==> config.mk <==
export PLATFORM = sky130hd
export DESIGN_NAME = regfile_wb_queue
export DESIGN_NICKNAME = d
export VERILOG_FILES = /design/src/rtl/regfile_wb_queue.sv
export SDC_FILE = /design/constraint.sdc
export NUM_CORES = 1
export LEC_CHECK = 0
export ABC_AREA = 1
export CAP_MARGIN = 15
export CORE_UTILIZATION = 25
export DETAILED_ROUTE_END_ITERATION = 8
export DONT_BUFFER_PORTS = 1
export GPL_TIMING_DRIVEN = 0
export MAX_ROUTING_LAYER = met4
export SYNTH_ARGS = -nofsm -noshare
export SYNTH_HDL_FRONTEND = slang
export SYNTH_SLANG_ARGS = --single-unit
export TNS_END_PERCENT = 10
==> constraint.sdc <==
create_clock -name clock -period 10.5 [get_ports clock]
set_input_delay 1.05 -clock clock [delete_from_list [all_inputs] [get_ports clock]]
set_output_delay 1.05 -clock clock [all_outputs]
set_load 0.02 [all_outputs]
==> src/rtl/regfile_wb_queue.sv <==
// regfile_wb_queue: merges ALU results and load data into one small in-order
// queue that drains at most one register-file write per cycle, and flags
// read operands that still have a write pending in the queue or on the port.
module regfile_wb_queue #(
    parameter int DEPTH = 4
) (
    input  logic                   clock,
    input  logic                   reset,
    input  logic                   alu_valid,
    input  logic [4:0]             alu_addr,
    input  logic [63:0]            alu_data,
    output logic                   alu_ready,
    input  logic                   mem_valid,
    input  logic [4:0]             mem_addr,
    input  logic [63:0]            mem_data,
    output logic                   mem_ready,
    output logic                   write,
    output logic [4:0]             wrAddr,
    output logic [63:0]            wrData,
    input  logic [4:0]             rdAddrA,
    input  logic [4:0]             rdAddrB,
    output logic                   hazardA,
    output logic                   hazardB,
    output logic [$clog2(DEPTH):0] count
);
    localparam int PW = $clog2(DEPTH);
    localparam int CW = PW + 1;
    localparam logic [4:0] DISCARD_ADDR = 5'd31;

    logic [PW-1:0] head_q, head_d;
    logic [PW-1:0] tail_q, tail_d;
    logic [CW-1:0] count_q, count_d;
    logic          write_q, write_d;
    logic [4:0]    wrAddr_q, wrAddr_d;
    logic [63:0]   wrData_q, wrData_d;

    logic [4:0]    addrMem_q [DEPTH];
    logic [63:0]   dataMem_q [DEPTH];

    logic [CW-1:0] freeSlots;
    logic          memPush;
    logic          aluPush;
    logic          popNow;
    logic [PW-1:0] aluSlot;
    logic [PW-1:0] scanIdx;
    logic          hitA;
    logic          hitB;

    // Free space comes only from registered occupancy, so a pop in this
    // cycle never opens a slot early; the ALU yields a slot to a load.
    assign freeSlots = CW'(DEPTH) - count_q;
    assign mem_ready = (freeSlots >= CW'(1));
    assign alu_ready = mem_valid ? (freeSlots >= CW'(2)) : (freeSlots >= CW'(1));

    // Register 31 writes are accepted but never stored.
    assign memPush = mem_valid && mem_ready && (mem_addr != DISCARD_ADDR);
    assign aluPush = alu_valid && alu_ready && (alu_addr != DISCARD_ADDR);
    assign popNow  = (count_q != '0);
    assign aluSlot = memPush ? (tail_q + PW'(1)) : tail_q;

    // Next-state: pop the head into the write port, advance pointers and occupancy.
    always_comb begin
        head_d   = head_q;
        write_d  = 1'b0;
        wrAddr_d = wrAddr_q;
        wrData_d = wrData_q;
        if (popNow) begin
            write_d  = 1'b1;
            wrAddr_d = addrMem_q[head_q];
            wrData_d = dataMem_q[head_q];
            head_d   = head_q + PW'(1);
        end
        tail_d  = tail_q + PW'(memPush) + PW'(aluPush);
        count_d = count_q + CW'(memPush) + CW'(aluPush) - CW'(popNow);
    end

    // Control state and write port, cleared immediately by reset.
    always_ff @(posedge clock or negedge reset) begin
        if (!reset) begin
            head_q   <= '0;
            tail_q   <= '0;
            count_q  <= '0;
            write_q  <= 1'b0;
            wrAddr_q <= '0;
            wrData_q <= '0;
        end else begin
            head_q   <= head_d;
            tail_q   <= tail_d;
            count_q  <= count_d;
            write_q  <= write_d;
            wrAddr_q <= wrAddr_d;
            wrData_q <= wrData_d;
        end
    end

    // Entry storage; the load entry takes the older slot when both arrive together.
    always_ff @(posedge clock) begin
        if (memPush) begin
            addrMem_q[tail_q] <= mem_addr;
            dataMem_q[tail_q] <= mem_data;
        end
        if (aluPush) begin
            addrMem_q[aluSlot] <= alu_addr;
            dataMem_q[aluSlot] <= alu_data;
        end
    end

    // Scan occupied entries and the write port for a pending write to each read address.
    always_comb begin
        hitA    = 1'b0;
        hitB    = 1'b0;
        scanIdx = head_q;
        for (int i = 0; i < DEPTH; i++) begin
            scanIdx = head_q + PW'(i);
            if (CW'(i) < count_q) begin
                if (addrMem_q[scanIdx] == rdAddrA) hitA = 1'b1;
                if (addrMem_q[scanIdx] == rdAddrB) hitB = 1'b1;
            end
        end
        if (write_q && (wrAddr_q == rdAddrA)) hitA = 1'b1;
        if (write_q && (wrAddr_q == rdAddrB)) hitB = 1'b1;
    end

    assign hazardA = hitA && (rdAddrA != DISCARD_ADDR);
    assign hazardB = hitB && (rdAddrB != DISCARD_ADDR);

    assign write  = write_q;
    assign wrAddr = wrAddr_q;
    assign wrData = wrData_q;
    assign count  = count_q;

endmodule

==> qor.yml <==
ant_nets: 0
worstSetupPathType: "register to register"
start_util_pct: 25.42
grt_pass1_vias: 14010
finalSetupTns_ns: 0
ys_ff_latch: 353
syn_area_sq_um: 17520
viasPerCell: 4.991
peakVddDrop_uv: 214.4
dieArea_sq_um: 71160
syn2layout_area_growth_pct: 15.51
max_cap_violations: 0
syn_inst: 1884
final-setup-viol-count: 0
cts-root-buf: "clkbuf_16"
clk_pin_slew_worst_paths_ns: 0.06
seqCellArea_sq_um: 10210
post_cts_resized: 0
gr-usage-all-layers_pct: 19.68
multi_input_area_sq_um: 6137
r2r_cells: 10
die_w_um: 266.8
grt_remaining_overflow: 0
critPathLaunchType: "register"
firstDrtPassIters: 5
drt-total-wl_um: 69010
drcViolationCount: 0
avgSynthCellArea_sq_um: 9.301
die_h_um: 266.8
place.gp.congestion: 0.8951
p_leak_nw: 8.282
fin_crit_sh_pct: 41.72
status: "finished clean"
grt_max_degree: 78
antenna_found_initial: 7
synth_area_leader_cell: "edfxtp_1"
critPathMaxFanout: 11
tightest_slew_ns: 1.084
hold_viol: 0
ys_seq_area_share_pct: 58.29
slowest_stage: "clkbuf_1"
rrSetupSlack_ns: 6.12
dp_hpwl_um: 48460
cts_buffers: 41
insertion_delay_ns: 0.56
drive_above_1_share_pct: 7.641
max_clock_freq_ghz: 0.2283
rows: 96
skew_ns: 0.02921
synth.distinct_cells: 34
final_nets: 2097
detail_route.wl_per_cell_um: 23.79
synth_edf_count: 276
crit_arrival_ns: 4.79
cts_tree: "built"
via_count: 14480
path_cells: "inv_1, ha_1, ha_1, inv_1, clkbuf_1, clkbuf_1, ha_1, fa_1, inv_1, fa_1"
final_cell_area_sq_um: 20240
yosys_warnings: 0
async_flop_share_pct: 21.81
ys.flop_type: "edfxtp_1"
boundaryPins: 229
r2r-start: "count[0]"
cts_sinks: 353
syn_nets: 2050
io_buffers: 0
cellPowerDensity_nw_per_um2: 374.4
hold_class: "primary input to asynchronous set/reset pin"
post-route-min-period_ns: 4.381
drv_slew: 0
max_stage_delay_ns: 0.82
synth.area.top_cells: "edfxtp_1, nand2_1, dfrtp_1, o21ai_1, a22oi_1"
cts.hold.buffers_added: 0
grt_pass1_wl_um: 97670
n_fill_cell: 7174
core_area_sq_um: 68950
drt-initial-drc-count: 1408
fin_ws_ns: 6.119
htreeDepth: 2
cts_setup_buffers: 0
max_slew_margin_pct: 27.75
post_dp_cell_area_sq_um: 18830
ctsLongestPathBuffers: 3
r2r-end: "count[1]"
yosysTopAreaCellShare_pct: 47.30
rsz0062_at_grt: "no"
worst_setup_path_end_kind: "register"
dp_slack_ns: 6.018
worstPathRequired_ns: 10.91
[flip-flops by register name (all words and copies together), names as in the netlist]
register and flops:
write 1, count 3, tail_q 2, dataMem_q 256, addrMem_q 20, wrData 64
head_q 2, wrAddr 5
[logic make-up after synthesis]
kind of cell | share of synthesized area [%]
AO/OA/AOI/OAI | 13.45
XOR/XNOR | 0.4570
adder cells (fa/ha/maj) | 1.128
buffers and inverters | 6.855
flip-flops | 58.29
AND/OR/NAND/NOR | 19.82
[layer usage]
metal | track usage [%] | up-vias | part of all wire (%)
met3 | 6.883 | 122 | 11
met2 | 30.99 | 672 | 46
met4 | 6.710 | 0 | 3.2
met5 | - | - | 0
li1 | - | 6577 | -
met1 | 23.27 | 7109 | 40
[where the power goes]
part	switching (mW)	internal [mW]
combinational	2.26	0.883
clock	0.603	0.890
sequential	0.521	2.42
total	3.38	4.19
[cell usage in the layout (no fill, tap or decap), types with 2 or more instances in the layout]
cell type	instances
clkbuf_8	4
inv_2	7
o22ai_1	3
o21ai_0	91
a22oi_1	64
nor3_1	3
buf_16	4
xnor2_1	4
diode_2	7
clkinvlp_4	2
xor2_1	2
buf_4	13
clkbuf_16	42
bufinv_16	5
clkinv_4	2
nand4_1	20
a31oi_1	18
nor2_1	83
buf_2	12
fa_1	3
a21oi_1	9
buf_6	34
inv_6	2
nand3_1	90
nand2_1	657
o21ai_1	194
inv_1	114
nand2_4	4
nand3_2	4
dfrtp_1	77
clkinv_1	3
ha_1	11
clkinv_2	7
edfxtp_1	276
clkbuf_1	61
a41oi_1	28
[cells in the mapped netlist, types with 2 or more instances]
| library cell | count |
|---|---|
| o21ai_0 | 91 |
| o22ai_1 | 3 |
| nand3_2 | 4 |
| buf_6 | 34 |
| nor3_1 | 3 |
| inv_1 | 114 |
| xnor2_1 | 4 |
| nand3_1 | 90 |
| a31oi_1 | 18 |
| dfrtp_1 | 77 |
| a21oi_1 | 9 |
| a22oi_1 | 64 |
| a41oi_1 | 28 |
| edfxtp_1 | 276 |
| ha_1 | 11 |
| buf_2 | 12 |
| o21ai_1 | 194 |
| fa_1 | 3 |
| clkbuf_1 | 54 |
| nand4_1 | 20 |
| nand2_1 | 661 |
| buf_4 | 13 |
| nor2_1 | 83 |
| xor2_1 | 2 |
| inv_2 | 7 |
[worst max path at each step]
stage                   start                to  cells after the start
global placement     count[0]  dataMem_q[2][21]                     10
CTS                  count[0]          count[1]                     10
global route         count[0]          count[1]                     10
floorplan           mem_valid   addrMem_q[0][0]                      5
detailed placement   count[0]          count[1]                     10
finish               count[0]          count[1]                     10
[final cells by class]
| class | instances | area share [%] |
|---|---|---|
| clock buffer | 53 | 5.594 |
| clock inverter | 22 | 1.298 |
| inverter | 121 | 2.244 |
| timing repair buffer | 4 | 0.5440 |
| multi-input combinational | 1296 | 30.32 |
| tap | 931 | 5.755 |
| buffer | 114 | 3.690 |
| antenna | 7 | 0.08654 |
| sequential | 353 | 50.47 |
[stage by stage]
step / instances / total power [mW] / hold WS, ns / utilization [%]
after floorplan: 1884 / 4.806 / 0.4875 / -
after global placement: 2815 / 6.040 / 0.5103 / 27.11
after detailed placement: 2819 / 6.112 / 0.5303 / 27.31
after CTS: 2894 / 7.602 / 0.1587 / 29.33
after global routing: 2901 / 7.995 / 0.1652 / 29.36
final: 2901 / 7.578 / 0.1908 / 29.36
[critical path: cells and delay by family, from the launching register on]
family,cells,cell delay [ns]
flip-flops,1,0.52
buffers and inverters,5,1.89
adder cells (fa/ha/maj),5,1.84
No activity file was read; power rests on OpenSTA's default activity.
